`config.mk`:
```
export PLATFORM = sky130hd
export DESIGN_NAME = divider
export DESIGN_NICKNAME = d
export VERILOG_FILES = /design/src/rtl/divider.sv
export SDC_FILE = /design/constraint.sdc
export NUM_CORES = 1
export LEC_CHECK = 0
export CAP_MARGIN = 20
export CORE_AREA = 2 2 217 165
export DETAILED_ROUTE_END_ITERATION = 8
export DIE_AREA = 0 0 219 167
export GPL_ROUTABILITY_DRIVEN = 0
export GPL_TIMING_DRIVEN = 0
export HOLD_SLACK_MARGIN = 0.06
export PLACE_DENSITY = 0.65
export REMOVE_ABC_BUFFERS = 1
export SKIP_LAST_GASP = 1
export SLEW_MARGIN = 20
export SYNTH_ARGS = -nofsm -noshare
export SYNTH_HDL_FRONTEND = slang
export SYNTH_SLANG_ARGS = --single-unit
```
`constraint.sdc`:
```
create_clock -name clock -period 2.9 [get_ports clock]
set_input_delay 0.58 -clock clock [delete_from_list [all_inputs] [get_ports clock]]
set_output_delay 0.58 -clock clock [all_outputs]
set_load 0.01 [all_outputs]
```
`src/rtl/divider.sv`:
```
// Sequential signed integer divider (restoring, one quotient bit per clock).
//
// Produces the truncated (C-style) quotient and remainder of two WIDTH-bit
// two's-complement operands. Magnitudes are divided and signs are applied
// in a final fix-up cycle. Divide-by-zero skips the iterations entirely.
//
// Ports:
//   clock        rising-edge system clock
//   reset_n      asynchronous active-low reset
//   start        operation request, sampled only while busy is low
//   dividend     signed dividend, sampled with an accepted start
//   divisor      signed divisor, sampled with an accepted start
//   busy         high from the accepting edge until results are registered
//   done         one-cycle pulse when quotient/remainder/div_by_zero update
//   quotient     signed quotient, held until the next done
//   remainder    signed remainder (sign follows the dividend), held
//   div_by_zero  set with done when the divisor was zero; cleared on the
//                next accepted start
module divider #(
    parameter int unsigned WIDTH = 32
) (
    input  logic             clock,
    input  logic             reset_n,
    input  logic             start,
    input  logic [WIDTH-1:0] dividend,
    input  logic [WIDTH-1:0] divisor,
    output logic             busy,
    output logic             done,
    output logic [WIDTH-1:0] quotient,
    output logic [WIDTH-1:0] remainder,
    output logic             div_by_zero
);

    localparam int unsigned CW = $clog2(WIDTH + 1);

    typedef enum logic [1:0] {
        IDLE,
        RUN,
        FIX
    } state_t;

    state_t state, state_next;

    logic [CW-1:0]    count;
    logic [WIDTH:0]   d_mag;
    logic [WIDTH-1:0] part_rem;
    logic [WIDTH-1:0] q_reg;
    logic             neg_q;
    logic             neg_r;
    logic             zero_div;

    logic             accept;
    logic [WIDTH-1:0] dividend_abs;
    logic [WIDTH-1:0] divisor_abs;
    logic [WIDTH:0]   shifted;
    logic [WIDTH:0]   trial;

    always_comb begin
        accept       = (state == IDLE) && start;
        // The most-negative value maps onto itself, which is the correct
        // unsigned magnitude when read as WIDTH-bit unsigned.
        dividend_abs = dividend[WIDTH-1] ? -dividend : dividend;
        divisor_abs  = divisor[WIDTH-1]  ? -divisor  : divisor;
        // q_reg doubles as the dividend shift register: its MSB feeds the
        // partial remainder while quotient bits enter at the LSB.
        shifted      = {part_rem, q_reg[WIDTH-1]};
        // shifted < 2*|divisor|, so the difference always lies within
        // +/-2^WIDTH and bit WIDTH is a valid sign bit.
        trial        = shifted - d_mag;
    end

    always_ff @(posedge clock or negedge reset_n) begin
        if (!reset_n) begin
            state <= IDLE;
        end else begin
            state <= state_next;
        end
    end

    always_comb begin
        state_next = state;
        case (state)
            IDLE: begin
                if (start) begin
                    state_next = (divisor == '0) ? FIX : RUN;
                end
            end
            RUN: begin
                if (count == CW'(1)) begin
                    state_next = FIX;
                end
            end
            FIX: begin
                state_next = IDLE;
            end
            default: begin
                state_next = IDLE;
            end
        endcase
    end

    assign busy = (state != IDLE);

    always_ff @(posedge clock or negedge reset_n) begin
        if (!reset_n) begin
            count       <= '0;
            d_mag       <= '0;
            part_rem    <= '0;
            q_reg       <= '0;
            neg_q       <= 1'b0;
            neg_r       <= 1'b0;
            zero_div    <= 1'b0;
            done        <= 1'b0;
            quotient    <= '0;
            remainder   <= '0;
            div_by_zero <= 1'b0;
        end else begin
            done <= 1'b0;
            case (state)
                IDLE: begin
                    if (accept) begin
                        d_mag       <= {1'b0, divisor_abs};
                        q_reg       <= dividend_abs;
                        part_rem    <= '0;
                        count       <= CW'(WIDTH);
                        neg_q       <= dividend[WIDTH-1] ^ divisor[WIDTH-1];
                        neg_r       <= dividend[WIDTH-1];
                        zero_div    <= (divisor == '0);
                        div_by_zero <= 1'b0;
                    end
                end
                RUN: begin
                    if (trial[WIDTH]) begin
                        part_rem <= shifted[WIDTH-1:0];
                        q_reg    <= {q_reg[WIDTH-2:0], 1'b0};
                    end else begin
                        part_rem <= trial[WIDTH-1:0];
                        q_reg    <= {q_reg[WIDTH-2:0], 1'b1};
                    end
                    count <= count - CW'(1);
                end
                FIX: begin
                    done <= 1'b1;
                    if (zero_div) begin
                        // No iterations ran, so q_reg still holds |dividend|;
                        // re-applying the sign restores the dividend exactly.
                        quotient    <= '1;
                        remainder   <= neg_r ? -q_reg : q_reg;
                        div_by_zero <= 1'b1;
                    end else begin
                        quotient    <= neg_q ? -q_reg : q_reg;
                        remainder   <= neg_r ? -part_rem : part_rem;
                        div_by_zero <= 1'b0;
                    end
                end
                default: begin
                end
            endcase
        end
    end

endmodule

```
; ---- Word-level counts from Yosys, hierarchy flattened
; Index checks and enable logic that the tools add are counted.
[totals]
wordCells = 58
register_bits = 173
[op_classes]
n_reduce_logical = 10
bitwise_logic = 1
n_eq_ne = 6
addsub = 6
n_mux = 23
[ops]
columns = op, count
row1 = 32-bit two-way mux, 10
row2 = 32-bit negation, 4
row3 = 32-bit case mux with 2 select lines, 2
row4 = 33-bit by 32-bit subtractor with 33-bit output, 1
row5 = 32-bit zero test, 1
row6 = 6-bit case mux with 2 select lines, 1
row7 = 2-bit AND reduction, 4
row8 = 6-bit by 1-bit == test with 1-bit output (second input constant), 1
row9 = 2-bit two-way mux, 3
row10 = 6-bit two-way mux, 1
row11 = 2-bit inequality test (second input constant), 3
row12 = 2-bit nonzero test, 3
row13 = 6-bit by 1-bit subtractor with 6-bit output (second input constant), 1
row14 = 1-bit two-way mux, 4
row15 = 2-bit case mux with 2 select lines, 1
row16 = 2-bit by 1-bit == test with 1-bit output (second input constant), 1
row17 = 2-bit == test (second input constant), 1
row18 = 2-bit zero test, 1
row19 = 1-bit case mux with 2 select lines, 1
row20 = 1-bit logical AND, 1
row21 = 1-bit XOR, 1

; ---- Logic depth before layout (Yosys ltp)
; Gate-level depths: netlist (run 1).
[logic_depth]
ltp_word = 4
mapped_depth = 13
ltp_nobuf = 12

; ---- Least setup slack after synthesis (run 1)
; Ideal clock, no wire load.
[synth_path]
path_type = register to register
start = register q_reg[31]
end = register part_rem[22]
path_buffers = 1
arrival_ns = 2.887
synth_period_minus_slack_ns = 3.023
stages_incl_launch_ff = 14
path_slack_ns = -0.123
t_required_ns = 2.765
cell_sequence = dfrtp_1 inv_1 ha_1 fa_1 nor2b_1 o21ai_1 a211o_1 a21o_1 a21oi_1 o21ai_1 xnor2_1 buf_2 mux2i_1 o21ai_0
[synth_between]
elab_chain_cells = 3
[synth_rtl]
columns = element, line_no
row1 = "start, declared", 47  ; logic [WIDTH-1:0] q_reg;
row2 = "start signal, assigned", 123  ; q_reg <= dividend_abs;
row3 = "start signal, assigned", 135  ; q_reg <= {q_reg[WIDTH-2:0], 1'b0};
row4 = "start signal, assigned", 138  ; q_reg <= {q_reg[WIDTH-2:0], 1'b1};
row5 = 33-bit by 32-bit subtractor with 33-bit output, 69  ; trial = shifted - d_mag;
row6 = 32-bit two-way mux, 133  ; if (trial[WIDTH]) begin
row7 = 32-bit case mux with 2 select lines, 119  ; case (state)
row8 = "end signal, assigned", 134  ; part_rem <= shifted[WIDTH-1:0];
row9 = "end signal, assigned", 137  ; part_rem <= trial[WIDTH-1:0];
row10 = "end, declared", 46  ; logic [WIDTH-1:0] part_rem;
; Every way passes these cells.
; A chain may end at the register's enable or synchronous reset.

; ---- Worst setup path in the final report (run 1)
[layout_path]
start = register q_reg[31]
end = register part_rem[7]
; Same word-level chain as after synthesis.

==> impl_metrics.json, run 1 <==
{
  "path_depth": 14,
  "setup_violations": 37,
  "status": "complete, but fails checks",
  "hp-class": "input pin to asynchronous set/reset pin",
  "end_kind": "flip-flop",
  "skew_ps": 12.5,
  "antenna_found_initial": 0,
  "p_leak_nw": 6.26,
  "drt_iter0_markers": 918,
  "fin_nets": 1643,
  "maxSlewViolCount": 0,
  "cp-start-kind": "flip-flop",
  "crit_family": "compound AO/OA/AOI/OAI gates",
  "drt-pass1-iter-count": 5,
  "tightest_slew_ps": 1140,
  "startpoint": "q_reg[31]",
  "gr-usage-met1": 0.291,
  "dieArea_sq_um": 36600,
  "fillCellCount": 3278,
  "drive_gt1_frac": 0.156,
  "clkSlewWorstSetupHoldPaths_ps": 70,
  "die_x_um": 219,
  "yosysSeqAreaShare": 0.363,
  "syn-cell-area_sq_um": 11900,
  "multiInputGateArea_sq_um": 7710,
  "synth.distinct_cells": 76,
  "synth_edf_count": 0,
  "rsz0062_at_grt": "true",
  "async_reset_ff_frac": 1.00,
  "synth.ff_latch_count": 173,
  "fp.dieH_um": 167,
  "critPathKind": "flip-flop to flip-flop",
  "grt_max_degree": 91,
  "rr_worst_depth": 14,
  "cts-buffers-inserted": 17,
  "r2r-end": "part_rem[7]",
  "clk_latency_ps": 450,
  "report.final.hold_viol_count": 0,
  "antenna_cells": 0,
  "grtUsageMet2": 0.305,
  "finalCriticalPeriod_ps": 3210,
  "synth_flop_cell": "dfrtp_1",
  "slew_headroom": 0.235,
  "cap_violations": 0,
  "dp_hpwl_um": 25300,
  "ys.warnings.count": 0,
  "cts.sink_count": 173,
  "fin_crit_sh": 1.11,
  "busiest_layer": "met2",
  "vdd_drop_max_mv": 0.597,
  "overflow": 0,
  "grt_pass1_wl_um": 57900,
  "tns_ps": -7040,
  "totalWireLength_um": 36100,
  "cpMaxStageDelayCell": "dfrtp_1",
  "areaGrowthSynthToFinish_pct": 28.9,
  "vias_per_cell": 5.50,
  "seqCellArea_sq_um": 4350,
  "violations": "negative setup slack",
  "vias": 11042,
  "wire_per_inst_um": 18.0,
  "clockBufferDepth": 2,
  "grt_pass1_vias": 10784,
  "utilization": 0.447,
  "setup.worst_path.end": "part_rem[7]",
  "cts_tree": "done",
  "crit_chain": "inv_4 -> ha_4 -> fa_2 -> nor2b_2 -> o21ai_2 -> a211o_1 -> a21o_1 -> a21oi_4 -> o21ai_4 -> xnor2_4 -> buf_8 -> buf_12 -> mux2i_4 -> o21ai_1",
  "drc": 0,
  "avgSynthCellArea_sq_um": 8.37,
  "coreArea_sq_um": 34400,
  "path_buf_inv": 3,
  "ant_nets": 0,
  "io_buffer_count": 133,
  "cp_data_arrival_time_ps": 3540,
  "rows": 59,
  "gr-usage-all-layers": 0.199,
  "slowest_delay_ps": 390,
  "htreeDepth": 4,
  "synthCells": 1426,
  "rr_startpoint": "q_reg[31]",
  "max_freq_ghz": 0.312,
  "rrSetupSlack_ps": -310,
  "crit_fanout": 7,
  "root_buffer": "clkbuf_16",
  "crit_required_ps": 3240,
  "fin_ws_ps": -307,
  "initial_core_util": 0.347,
  "power.density_nw_per_um2": 1230,
  "met3_usage": 0.0382,
  "pin_count": 134
}
## cell usage in the layout (no fill, tap or decap), types with 32 or more instances in the layout
cell type / instances
buf_4: 35
xor2_1: 85
o21ai_0: 129
clkdlybuf4s50_1: 114
dfrtp_1: 160
ha_1: 32
inv_1: 44
o21ai_1: 49
xnor2_1: 85
o22ai_1: 36
a21oi_1: 82
nor2_1: 64
nand2_1: 197
## worst reg2reg max path, cell delays in order (launching register included)
cell     delay (ps)
dfrtp_1         390
inv_4            80
ha_4            170
fa_2            380
nor2b_2         130
o21ai_2          70
a211o_1         310
a21o_1          240
a21oi_4         250
o21ai_4         120
xnor2_4         250
buf_8           190
buf_12          170
mux2i_4         250
o21ai_1          80
## where the power goes
part | internal [mW] | switching, mW | total (mW)
clock | 1.37 | 1.07 | 2.45
combinational | 5.47 | 6.11 | 11.6
sequential | 3.51 | 1.43 | 4.94
## worst min path at each step
stage                      start            to  cells after the start
floorplan                reset_n      count[0]                      0
global placement       d_mag[31]     d_mag[31]                      2
detailed placement  remainder[9]  remainder[9]                      2
CTS                      reset_n      d_mag[0]                      1
global route             reset_n      d_mag[0]                      1
finish                   reset_n      d_mag[0]                      1
## layer usage
metal | vias to the layer above | wire (um)
met5 | - | 0
met4 | 0 | 316
met3 | 31 | 2020
met2 | 311 | 16300
met1 | 5451 | 17500
li1 | 5249 | -
## final cells by class
class	instances	area share
well taps	457	0.0372
repair buffers	187	0.126
flip-flops and latches	173	0.283
multi-input cells	1106	0.501
clock buffers	21	0.0312
inverters	52	0.0133
clock inverters	11	0.00846
## kinds of logic after synthesis
family	count (synthesis)	synth area share
AO/OA/AOI/OAI	441	0.223
XOR/XNOR	173	0.127
adder cells (fa/ha/maj)	39	0.0415
buffers and inverters	148	0.0489
flip-flops	173	0.363
multiplexers	36	0.0315
AND/OR/NAND/NOR	416	0.166
## per-stage QoR
stage | hold WS, ps | power (mW) | area, sq um | setup slack (ps) | cells
floorplan | 284 | 11.3 | 11500 | -2170 | 1330
global placement | 463 | 14.1 | 13400 | -6250 | 1920
detailed placement | 471 | 14.7 | 13700 | -1480 | 1931
CTS | 160 | 18.4 | 14900 | -193 | 1989
global route | 185 | 20.4 | 15400 | -362 | 2007
finish | 139 | 19.0 | 15400 | -307 | 2007
## synthesized netlist by cell type (3+ instances only)
master / instances / share of area
a211oi_1: 3 / 0.0019
a21o_1: 15 / 0.0094
a21oi_1: 89 / 0.037
a22oi_1: 11 / 0.0069
a2bb2oi_1: 4 / 0.0029
and3_1: 7 / 0.0037
buf_1: 13 / 0.0041
buf_2: 9 / 0.0038
clkbuf_1: 70 / 0.022
dfrtp_1: 173 / 0.36
ha_1: 38 / 0.040
inv_1: 51 / 0.016
mux2i_1: 33 / 0.028
nand2_1: 206 / 0.065
nand2b_1: 10 / 0.0052
nand3_1: 17 / 0.0071
nand4_1: 4 / 0.0021
nor2_1: 70 / 0.022
nor2b_1: 10 / 0.0052
nor3_1: 13 / 0.0055
nor4_1: 8 / 0.0042
nor4_2: 3 / 0.0031
o211ai_1: 4 / 0.0025
o21a_1: 3 / 0.0019
o21ai_0: 156 / 0.065
o21ai_1: 36 / 0.015
o21bai_1: 4 / 0.0025
o22a_1: 9 / 0.0066
o22ai_1: 36 / 0.019
o31ai_1: 31 / 0.020
o41ai_1: 14 / 0.010
or2_1: 3 / 0.0016
or2_2: 5 / 0.0026
or3_1: 25 / 0.013
or3_4: 3 / 0.0028
or4_1: 17 / 0.011
xnor2_1: 87 / 0.064
xor2_1: 86 / 0.063
## repair_timing
| action | in CTS | in global routing |
|---|---|---|
| gates cloned | 3 | 0 |
| pin swaps | 34 | 36 |
| gates resized for setup | 123 | 82 |
| endpoints found under the setup margin | 99 | 95 |
| hold buffers | 0 | 0 |
| setup buffers | 23 | 18 |
No activity file was read; power rests on OpenSTA's default activity.
==> run 2: changes to the inputs <==
PLACE_DENSITY = 0.63   (was 0.65)
clock period = 4 ns   (was 2.9 ns; I/O delays follow)
==> impl_metrics.json, run 2 (synthesis gave the netlist of run 1 again) <==
{
  "status": "finished, final reports clean",
  "p_leak_nw": 5.83,
  "critPathKind": "flip-flop to flip-flop",
  "multiInputGateArea_sq_um": 7080,
  "gr-usage-all-layers": 0.190,
  "postCtsSetupBuffers": 0,
  "grt_pass1_wl_um": 55400,
  "ant_nets": 0,
  "coreArea_sq_um": 34400,
  "cts-buffers-inserted": 17,
  "totalWireLength_um": 34300,
  "layout_commonest_cell": "nand2_1",
  "skew_ps": 9.86,
  "rr_worst_depth": 15,
  "drt-pass1-iter-count": 5,
  "setup_violations": 0,
  "power.density_nw_per_um2": 866,
  "met3_usage": 0.0334,
  "fin_ws_ps": 216,
  "crit_required_ps": 4370,
  "tns_ps": 0,
  "rr_startpoint": "q_reg[31]",
  "slew_headroom": 0.413,
  "maxSlewViolCount": 0,
  "hold_buffers": 0,
  "clockBufferDepth": 2,
  "grt_max_degree": 73,
  "finalCriticalPeriod_ps": 3780,
  "dp_hpwl_um": 25200,
  "seqCellArea_sq_um": 4330,
  "vias_per_cell": 5.42,
  "grt_pass1_vias": 10204,
  "grtUsageMet2": 0.278,
  "end_kind": "flip-flop",
  "dp_slack_ps": -63.5,
  "initial_core_util": 0.347,
  "overflow": 0,
  "busiest_layer": "met1",
  "vdd_drop_max_mv": 0.368,
  "fin_nets": 1600,
  "design_area_sq_um": 14300,
  "gr-usage-met1": 0.286,
  "utilization": 0.417,
  "max_freq_ghz": 0.264,
  "areaGrowthSynthToFinish_pct": 20.2,
  "rsz0062_at_grt": "false",
  "rrSetupSlack_ps": 220,
  "drc": 0,
  "cp_data_arrival_time_ps": 4160,
  "root_buffer": "clkbuf_16",
  "die_x_um": 219,
  "final_cell_mix": "nand2_1 (202), dfrtp_1 (170), o21ai_0 (155)",
  "rows": 59,
  "fp.dieH_um": 167,
  "fin_crit_sh": 0.946,
  "report.final.hold_viol_count": 0,
  "cp-start-kind": "flip-flop",
  "antenna_found_initial": 0,
  "placed_area_sq_um": 13800,
  "cts.sink_count": 173,
  "drive_gt1_frac": 0.0577,
  "crit_fanout": 12,
  "dieArea_sq_um": 36600,
  "r2r-end": "part_rem[31]",
  "hp-class": "input pin to asynchronous set/reset pin",
  "wire_per_inst_um": 17.4,
  "drt_iter0_markers": 748,
  "cap_violations": 0,
  "vias": 10650,
  "clk_latency_ps": 460,
  "pin_count": 134,
  "fillCellCount": 3502,
  "cts_tree": "done",
  "power.total_mw": 12.4,
  "clkSlewWorstSetupHoldPaths_ps": 70,
  "tightest_slew_ps": 880,
  "htreeDepth": 4,
  "io_buffer_count": 133
}
run 2: what timing repair did:
item | CTS | global route
endpoints found under the hold margin | 0 | 0
gates cloned | 0 | 0
gates resized for setup | 1 | 4
setup endpoints to repair | 8 | 13
pin swaps | 0 | 1
run 2: critical path: stages, from the launching register on:
cell and delay [ps]:
dfrtp_1 370, inv_1 180, ha_1 260, fa_1 410, nor2b_1 140, o21ai_1 100, a211o_1 360, a21o_1 220
a21oi_2 260, o21ai_1 190, xnor2_2 200, buf_6 200, buf_6 190, buf_6 200, nand2_4 130, o211ai_1 250
run 2: worst max path at each step:
| stage | cells after the start | to | start |
|---|---|---|---|
| 6_report | 15 | part_rem[31] | q_reg[31] |
| 5_1_grt | 15 | part_rem[21] | q_reg[31] |
| 4_1_cts | 15 | part_rem[24] | q_reg[31] |
| 3_5_place_dp | 10 | q_reg[24] | dividend[4] |
| 3_3_place_gp | 1 | quotient[27] | reset_n |
| 2_1_floorplan | 12 | part_rem[17] | q_reg[31] |
run 2: area by class of cell:
class                           instances  area share
Clock inverter                         10     0.00802
Clock buffer                           22      0.0324
Timing Repair Buffer                  145       0.110
Tap cell                              457      0.0399
Inverter                               52      0.0137
Sequential cell                       173       0.302
Antenna cell                            1    0.000174
Multi-Input combinational cell       1105       0.494
run 2: per-layer routing:
metal | routed length (um) | vias to the layer above | part of all wire
li1 | - | 5164 | -
met4 | 465 | 0 | 0.014
met3 | 1570 | 28 | 0.046
met1 | 17500 | 5217 | 0.51
met5 | 0 | - | 0
met2 | 14800 | 241 | 0.43
run 2: through the flow:
step | hold slack (ps) | std cells
5_1_grt | 286 | 1964
3_5_place_dp | 467 | 1932
2_1_floorplan | 443 | 1330
3_3_place_gp | 455 | 1920
6_report | 263 | 1965
4_1_cts | 267 | 1964
run 2: power breakdown:
group          internal, mW  switching [mW]
Clock                 0.951           0.744
Sequential             2.54           0.971
Combinational          3.35            3.88
==> run 3: changes to the inputs <==
CORE_AREA = 2 2 169 212   (was 2 2 217 165)
DIE_AREA = 0 0 171 214   (was 0 0 219 167)
PLACE_DENSITY = 0.62   (was 0.63)
==> impl_metrics.json, run 3 (synthesis gave the netlist of run 1 again) <==
{
  "switching_share": 0.444,
  "clock_power_share": 0.136,
  "rsz0062_at_grt": "false",
  "initial_core_util": 0.347,
  "cp-start-kind": "flip-flop",
  "report.final.hold_viol_count": 0,
  "end_kind": "flip-flop",
  "vias": 10240,
  "dp_slack_ps": -272,
  "status": "finished, final reports clean",
  "pin_count": 134,
  "fin_crit_sh": 0.934,
  "top_layer": "met4",
  "max_freq_ghz": 0.268,
  "cp_data_arrival_time_ps": 4080,
  "skew_ps": 5.72,
  "clk_latency_ps": 440,
  "cts_tree": "done",
  "fin_ws_ps": 262,
  "crit_fanout": 11,
  "cap_violations": 0,
  "antenna_cells": 0,
  "gr-usage-all-layers": 0.175,
  "totalWireLength_um": 31600,
  "drive_gt1_frac": 0.0558,
  "crit_required_ps": 4350,
  "power.density_nw_per_um2": 853,
  "cts.sink_count": 173,
  "drc": 0,
  "p_leak_nw": 5.81,
  "die_x_um": 171,
  "dr_wl_met3_um": 1400,
  "layout_commonest_cell": "nand2_1",
  "vias_per_cell": 5.19,
  "io_buffer_count": 133,
  "p_switching_mw": 5.43,
  "wire_per_inst_um": 16.0,
  "critPathKind": "flip-flop to flip-flop",
  "grt_pass1_wl_um": 51800,
  "coreArea_sq_um": 34400,
  "vdd_drop_max_mv": 0.334,
  "drt_iter0_markers": 487,
  "root_buffer": "clkbuf_16",
  "slew_headroom": 0.292,
  "final_cell_mix": "nand2_1 (203), dfrtp_1 (171), o21ai_0 (156)",
  "fp.dieH_um": 214,
  "grt_max_degree": 76,
  "antenna_found_initial": 0,
  "grt_pass1_vias": 10087,
  "pwr-share-comb": 0.579,
  "hp-class": "input pin to asynchronous set/reset pin",
  "maxSlewViolCount": 0,
  "hold_buffers": 0,
  "dr_wl_met2_um": 15600,
  "htreeDepth": 4,
  "routedLengthMet1_um": 13600,
  "overflow": 0,
  "setup_violations": 0,
  "clkSlewWorstSetupHoldPaths_ps": 70,
  "areaGrowthSynthToFinish_pct": 20.2,
  "fillCellCount": 3433,
  "rows": 76,
  "drt-pass1-iter-count": 5,
  "cts-buffers-inserted": 17,
  "clockBufferDepth": 2,
  "tightest_slew_ps": 1060,
  "ant_nets": 0,
  "internal_power_mw": 6.80,
  "dieArea_sq_um": 36600,
  "p_seq_frac": 0.285,
  "design_area_sq_um": 14300,
  "finalCriticalPeriod_ps": 3740,
  "dp_hpwl_um": 23900,
  "fin_nets": 1600,
  "placed_area_sq_um": 13700
}
-- run 3: final cells by class --
class,count,area [sq um],area share
clock buffer,18,439,0.0306
clock inverter,13,143,0.00994
inverter,52,195,0.0136
multi-input combinational,1105,7080,0.494
sequential,173,4330,0.302
tap,468,586,0.0408
timing repair buffer,145,1570,0.109
-- run 3: power by group through the flow --
stage                     combinational (mW)  clock [mW]  sequential (mW)
after CTS                               7.11        1.70             3.49
after floorplan                         4.78           0             3.44
after global placement                  6.76           0             3.55
after detailed placement                7.01           0             3.52
after global routing                    7.90        1.78             3.63
final                                   7.08        1.66             3.49
-- run 3: final timing paths --
check	slack (ps)	startpoint	endpoint	cells past startpoint
setup / recovery	260	q_reg[31]	part_rem[17]	13
hold / removal	250	reset_n	done	1
setup reg to reg	260	q_reg[31]	part_rem[17]	13
hold reg to reg	470	quotient[0]	quotient[0]	2
max in group asynchronous	3040	reset_n	q_reg[10]	2
min in group clock	470	quotient[0]	quotient[0]	2
-- run 3: per-layer routing --
layer	global-route usage	vias up
met2	0.302	220
met3	0.0283	51
met4	0.0712	0
met1	0.216	4810
li1	-	5159
met5	0	-
-- run 3: what timing repair did --
item                                   CTS  global route
endpoints found under the hold margin    0             0
setup buffers                            1             0
gates resized for setup                  1             1
pin swaps                                1             0
setup endpoints to repair               21            18
-- run 3: metrics by stage --
| stage | power (mW) | hold WS (ps) | TNS [ps] | std cells | utilization |
|---|---|---|---|---|---|
| detailed placement | 10.5 | 459 | -4030 | 1941 | 0.399 |
| global route | 13.3 | 268 | 0 | 1974 | 0.417 |
| floorplan | 8.21 | 443 | -24960 | 1330 | - |
| finish | 12.2 | 251 | 0 | 1974 | 0.417 |
| CTS | 12.3 | 246 | 0 | 1973 | 0.416 |
| global placement | 10.3 | 456 | -1012700 | 1931 | 0.391 |
-- run 3: worst max-delay path, stage by stage, from the launching register on --
cell and delay (ps):
dfrtp_1 360, inv_1 180, ha_1 270, fa_1 410
nor2b_1 150, o21ai_1 120, a211o_1 360, a21o_1 210
a21oi_2 270, o21ai_1 240, xnor2_4 260, buf_6 200
nand2_1 290, o221ai_1 310
